<file path="config.mk">
export PLATFORM = sky130hd
export DESIGN_NAME = div_4bit_seq
export DESIGN_NICKNAME = d
export VERILOG_FILES = /design/src/rtl/div_4bit_seq.sv
export SDC_FILE = /design/constraint.sdc
export NUM_CORES = 1
export LEC_CHECK = 0
export BUFFER_PORTS_ARGS = -buffer_cell sky130_fd_sc_hd__buf_2
export CAP_MARGIN = 20
export CORE_ASPECT_RATIO = 0.6
export CORE_MARGIN = 8
export CORE_UTILIZATION = 47
export DETAILED_ROUTE_END_ITERATION = 16
export MAX_ROUTING_LAYER = met4
export PLACE_DENSITY = 0.71
export SYNTH_ARGS = -nofsm -noshare
export SYNTH_HDL_FRONTEND = slang
export SYNTH_SLANG_ARGS = --single-unit
</file>
<file path="constraint.sdc">
create_clock -name clk -period 1.9 [get_ports clk]
set_input_delay 0.475 -clock clk [delete_from_list [all_inputs] [get_ports clk]]
set_output_delay 0.475 -clock clk [all_outputs]
set_load 0.01 [all_outputs]
</file>
<file path="src/rtl/div_4bit_seq.sv">
// Sequential restoring unsigned divider: one quotient bit per clock,
// quotient/remainder returned with a one-cycle done pulse.
module div_4bit_seq #(
    parameter int WIDTH = 4
) (
    input  logic             clk,
    input  logic             rst,
    input  logic             start,
    input  logic [WIDTH-1:0] A,
    input  logic [WIDTH-1:0] B,
    output logic             busy,
    output logic             done,
    output logic [WIDTH-1:0] Q,
    output logic [WIDTH-1:0] R,
    output logic             div_by_zero
);

    localparam int CW = (WIDTH > 2) ? $clog2(WIDTH) : 1;

    typedef enum logic [1:0] {
        IDLE = 2'd0,
        CALC = 2'd1,
        DONE = 2'd2
    } state_t;

    state_t           state_r;
    state_t           state_s;
    logic [WIDTH-1:0] rem_r;
    logic [WIDTH-1:0] dvd_r;
    logic [WIDTH-1:0] dsr_r;
    logic [CW-1:0]    cnt_r;
    logic [WIDTH:0]   rem_sh_s;
    logic [WIDTH:0]   trial_s;
    logic             q_bit_s;

    // The remainder always stays below the divisor, so WIDTH bits hold it;
    // only the shifted value and the trial difference need the extra sign bit.
    assign rem_sh_s = {rem_r, dvd_r[WIDTH-1]};
    assign trial_s  = rem_sh_s - {1'b0, dsr_r};
    assign q_bit_s  = ~trial_s[WIDTH];

    // State register
    always_ff @(posedge clk or posedge rst) begin
        if (rst) begin
            state_r <= IDLE;
        end else begin
            state_r <= state_s;
        end
    end

    // Next-state logic
    always_comb begin
        state_s = state_r;
        case (state_r)
            IDLE: begin
                if (start) begin
                    if (B == {WIDTH{1'b0}}) begin
                        state_s = DONE;
                    end else begin
                        state_s = CALC;
                    end
                end else begin
                    state_s = IDLE;
                end
            end
            CALC: begin
                if (cnt_r == CW'(0)) begin
                    state_s = DONE;
                end else begin
                    state_s = CALC;
                end
            end
            DONE:    state_s = IDLE;
            default: state_s = IDLE;
        endcase
    end

    // Datapath and registered outputs
    always_ff @(posedge clk or posedge rst) begin
        if (rst) begin
            rem_r       <= {WIDTH{1'b0}};
            dvd_r       <= {WIDTH{1'b0}};
            dsr_r       <= {WIDTH{1'b0}};
            cnt_r       <= CW'(0);
            busy        <= 1'b0;
            done        <= 1'b0;
            Q           <= {WIDTH{1'b0}};
            R           <= {WIDTH{1'b0}};
            div_by_zero <= 1'b0;
        end else begin
            done <= 1'b0;
            case (state_r)
                IDLE: begin
                    if (start) begin
                        dvd_r <= A;
                        dsr_r <= B;
                        rem_r <= {WIDTH{1'b0}};
                        cnt_r <= CW'(WIDTH - 1);
                        busy  <= 1'b1;
                    end
                end
                CALC: begin
                    rem_r <= q_bit_s ? trial_s[WIDTH-1:0] : rem_sh_s[WIDTH-1:0];
                    dvd_r <= {dvd_r[WIDTH-2:0], q_bit_s};
                    if (cnt_r == CW'(0)) begin
                        busy <= 1'b0;
                    end else begin
                        cnt_r <= cnt_r - CW'(1);
                    end
                end
                DONE: begin
                    busy <= 1'b0;
                    done <= 1'b1;
                    if (dsr_r == {WIDTH{1'b0}}) begin
                        Q           <= {WIDTH{1'b1}};
                        R           <= dvd_r;
                        div_by_zero <= 1'b1;
                    end else begin
                        Q           <= dvd_r;
                        R           <= rem_r;
                        div_by_zero <= 1'b0;
                    end
                end
                default: begin
                    busy <= 1'b0;
                end
            endcase
        end
    end

endmodule

</file>
==> run metrics <==
status finished with violations; failing checks negative setup slack; Max transition margin 0.617; Worst-Margin Slew about 0.57 ns; crit start category flip-flop; Net Sw Power around 1.6 mW; Setup CP Type flip-flop to flip-flop; GR Util All Layers 0.147; initial drt markers about 100; Bufs on Longest Clock Path 2; Final Non-Filler Cells roughly 230; switching part of the total 0.443; Post-synth EDFFs 0; vias in the first global route between 1k and 1.5k; count of cell types in the netlist 43; H-tree depth 1; final worst slack -0.0983 ns; CTS Sinks 27; fin nets 205; cell count after placement approximately 220; clock latency on the worst-skew pair roughly 0.28 ns; Avg Synthesized Cell Area approximately 9.6 sq um; initial antenna violation count 0; Die ar. 0.00517 sq mm; Comb pwr share 0.598; Worst-path clk slew approximately 0.1 ns; row cnt 15; Initial Util 0.497; asr flop ratio synth 1.00; HPWL Detailed ~2600 um; # setup viols final 4; most common cell in the netlist dfrtp_1; Primary FF master, synth dfrtp_1; Final Wtd Congestion 0.814; worst slack at placement -0.161 ns; largest net degree at the start of global routing 28; layout cells sized above 1 0.310; RSZ-0062 raised after global routing true; DRT Pass-1 Iters 4; cts hold-fix bufs 0; Power, Total 3.56 mW; Vias approximately 1.2k; Yosys reg bits 27; GR Overflow Total 0; YS warnings 0; Fmax roughly 0.5 GHz; Cell Pwr Density roughly 2000 mW/mm^2; CTS root buffer clkbuf_8; crit path max fanout 3; Via density roughly 5.4; Mapped Cells 150; Syn Nets 167; CTS tree yes; Routed WL per cell 15.8 um; total CTS buffers 3; crit share post-route 1.05; DRC 0; CP endpoint kind flip-flop; Yosys top cell by area dfrtp_1; Detail Route Antenna Nets 0; number of port buffers 21; CP Data Arrival Time about 2.2 ns; Internal Pwr Total just under 2 mW; Core ar. 0.00291 sq mm; sequential power share 0.305; synth cell count leaders 27 x dfrtp_1, 22 x nand2_1, 12 x inv_1, 11 x o21ai_1, 10 x nor2_1; n_diodes 0; fillcell total ~250; fin util 0.621; Hold Vio Cnt, Final 0; sequential fraction of the synthesis area 0.467; ranking of synthesized cells by area dfrtp_1 47%, nand2_1 5.7%, ha_1 4.3%, mux2i_1 4.2%, o21ai_1 3.8%; DRT Wirelength ~3600 um; Die H 59.0 um; Hold WC Path Type primary input to async pin; DIE WIDTH approximately 88 um; hold slack around 0.24 ns; Clock Skews roughly 0.0035 ns; post-layout min period 2.00 ns; max_cap viols 0; # IOs 22; Peak supply drop between 0.0009 and 0.001 V; clock power share 0.097; Area growth syn-to-layout 24.9%; fin. max-slew vios 0; Synth Cell Area roughly 0.0014 sq mm; leakage power about 0.85 nW; Worst EP required 2.07 ns; Yosys top cell area share 0.467; first-pass GRT wire length ~5700 um
-- what timing repair did --
action,CTS,global route
gates cloned,0,0
pin swaps,1,2
endpoints found under the setup margin,4,4
gates resized for setup,8,2
buffers inserted,4,2
-- kinds of logic after synthesis --
| family | synth area share |
|---|---|
| and+or+nand+nor | 0.181 |
| buffers and inverters | 0.0510 |
| muxes | 0.0571 |
| DFF | 0.467 |
| AOI/OAI and AO/OA | 0.175 |
| adders and majority gates | 0.0571 |
| xor gates and xnor gates | 0.0121 |
-- routing by layer --
layer	share of wire	track usage
met5	0	-
met3	0.066	0.0332
met2	0.44	0.209
met4	0.013	0.0534
met1	0.48	0.199
-- stage by stage --
step / TNS (ns) / cell area (sq um)
final: -0.295 / 1810
after global routing: -0.605 / 1810
after CTS: -0.0680 / 1780
after detailed placement: -0.396 / 1670
after global placement: -0.0114 / 1670
after floorplan: 0 / 1450
-- final timing paths --
kind                       startpoint       end  slack, ns  cells past startpoint
setup / recovery             dvd_r[3]  rem_r[0]       -0.1                      9
hold / removal                    rst      busy       0.24                      3
setup reg to reg             dvd_r[3]  rem_r[0]       -0.1                      9
hold reg to reg              cnt_r[0]  cnt_r[0]       0.48                      1
max in group asynchronous         rst      Q[1]       1.40                      3
min in group clk                 B[3]  dsr_r[3]       0.41                      3
-- layout make-up --
class / instances / area [sq um] / share of cell area
multi-input combinational: 105 / 744 / 0.412
clock inverter: 1 / 7.51 / 0.00416
inverter: 12 / 45.0 / 0.0249
sequential: 27 / 676 / 0.374
clock buffer: 3 / 41.3 / 0.0229
tap: 42 / 52.6 / 0.0291
timing repair buffer: 39 / 240 / 0.133
-- critical path: stages (launching register included) --
cell and delay (ns):
dfrtp_1 0.40, inv_2 0.09, ha_4 0.13, inv_2 0.04, fa_2 0.38, a211oi_2 0.32, buf_4 0.18, nor4_1 0.04
a31oi_1 0.21, nand3_1 0.09
-- sequential cells by signal (all words and copies together), names as in the netlist --
signal / count
done: 1
div_by_zero: 1
dsr_r: 4
cnt_r: 2
state_r: 2
rem_r: 4
Q: 4
busy: 1
R: 4
dvd_r: 4
-- power groups by stage --
stage	Sequential, mW	Combinational [mW]	Clock, mW
5_1_grt	1.12	2.33	0.379
3_3_place_gp	1.07	1.76	0
2_1_floorplan	1.08	1.22	0
4_1_cts	1.08	2.00	0.353
6_report	1.09	2.13	0.345
3_5_place_dp	1.09	1.85	0
-- layout by cell type, fill, tap and decap left out, types with 2 or more instances in the layout --
cell and count:
dfrtp_1 27, nand2_1 22, buf_2 21, buf_4 18, o21ai_1 11, inv_1 10, nor2_1 10, mux2i_1 6
a21oi_1 6, o21ai_0 5, ha_1 4, nor4_1 3, clkbuf_8 3, nand2b_1 2, nor2b_1 2, inv_2 2
a31oi_1 2, nor3_1 2
Power figures use the tool's default switching activity.
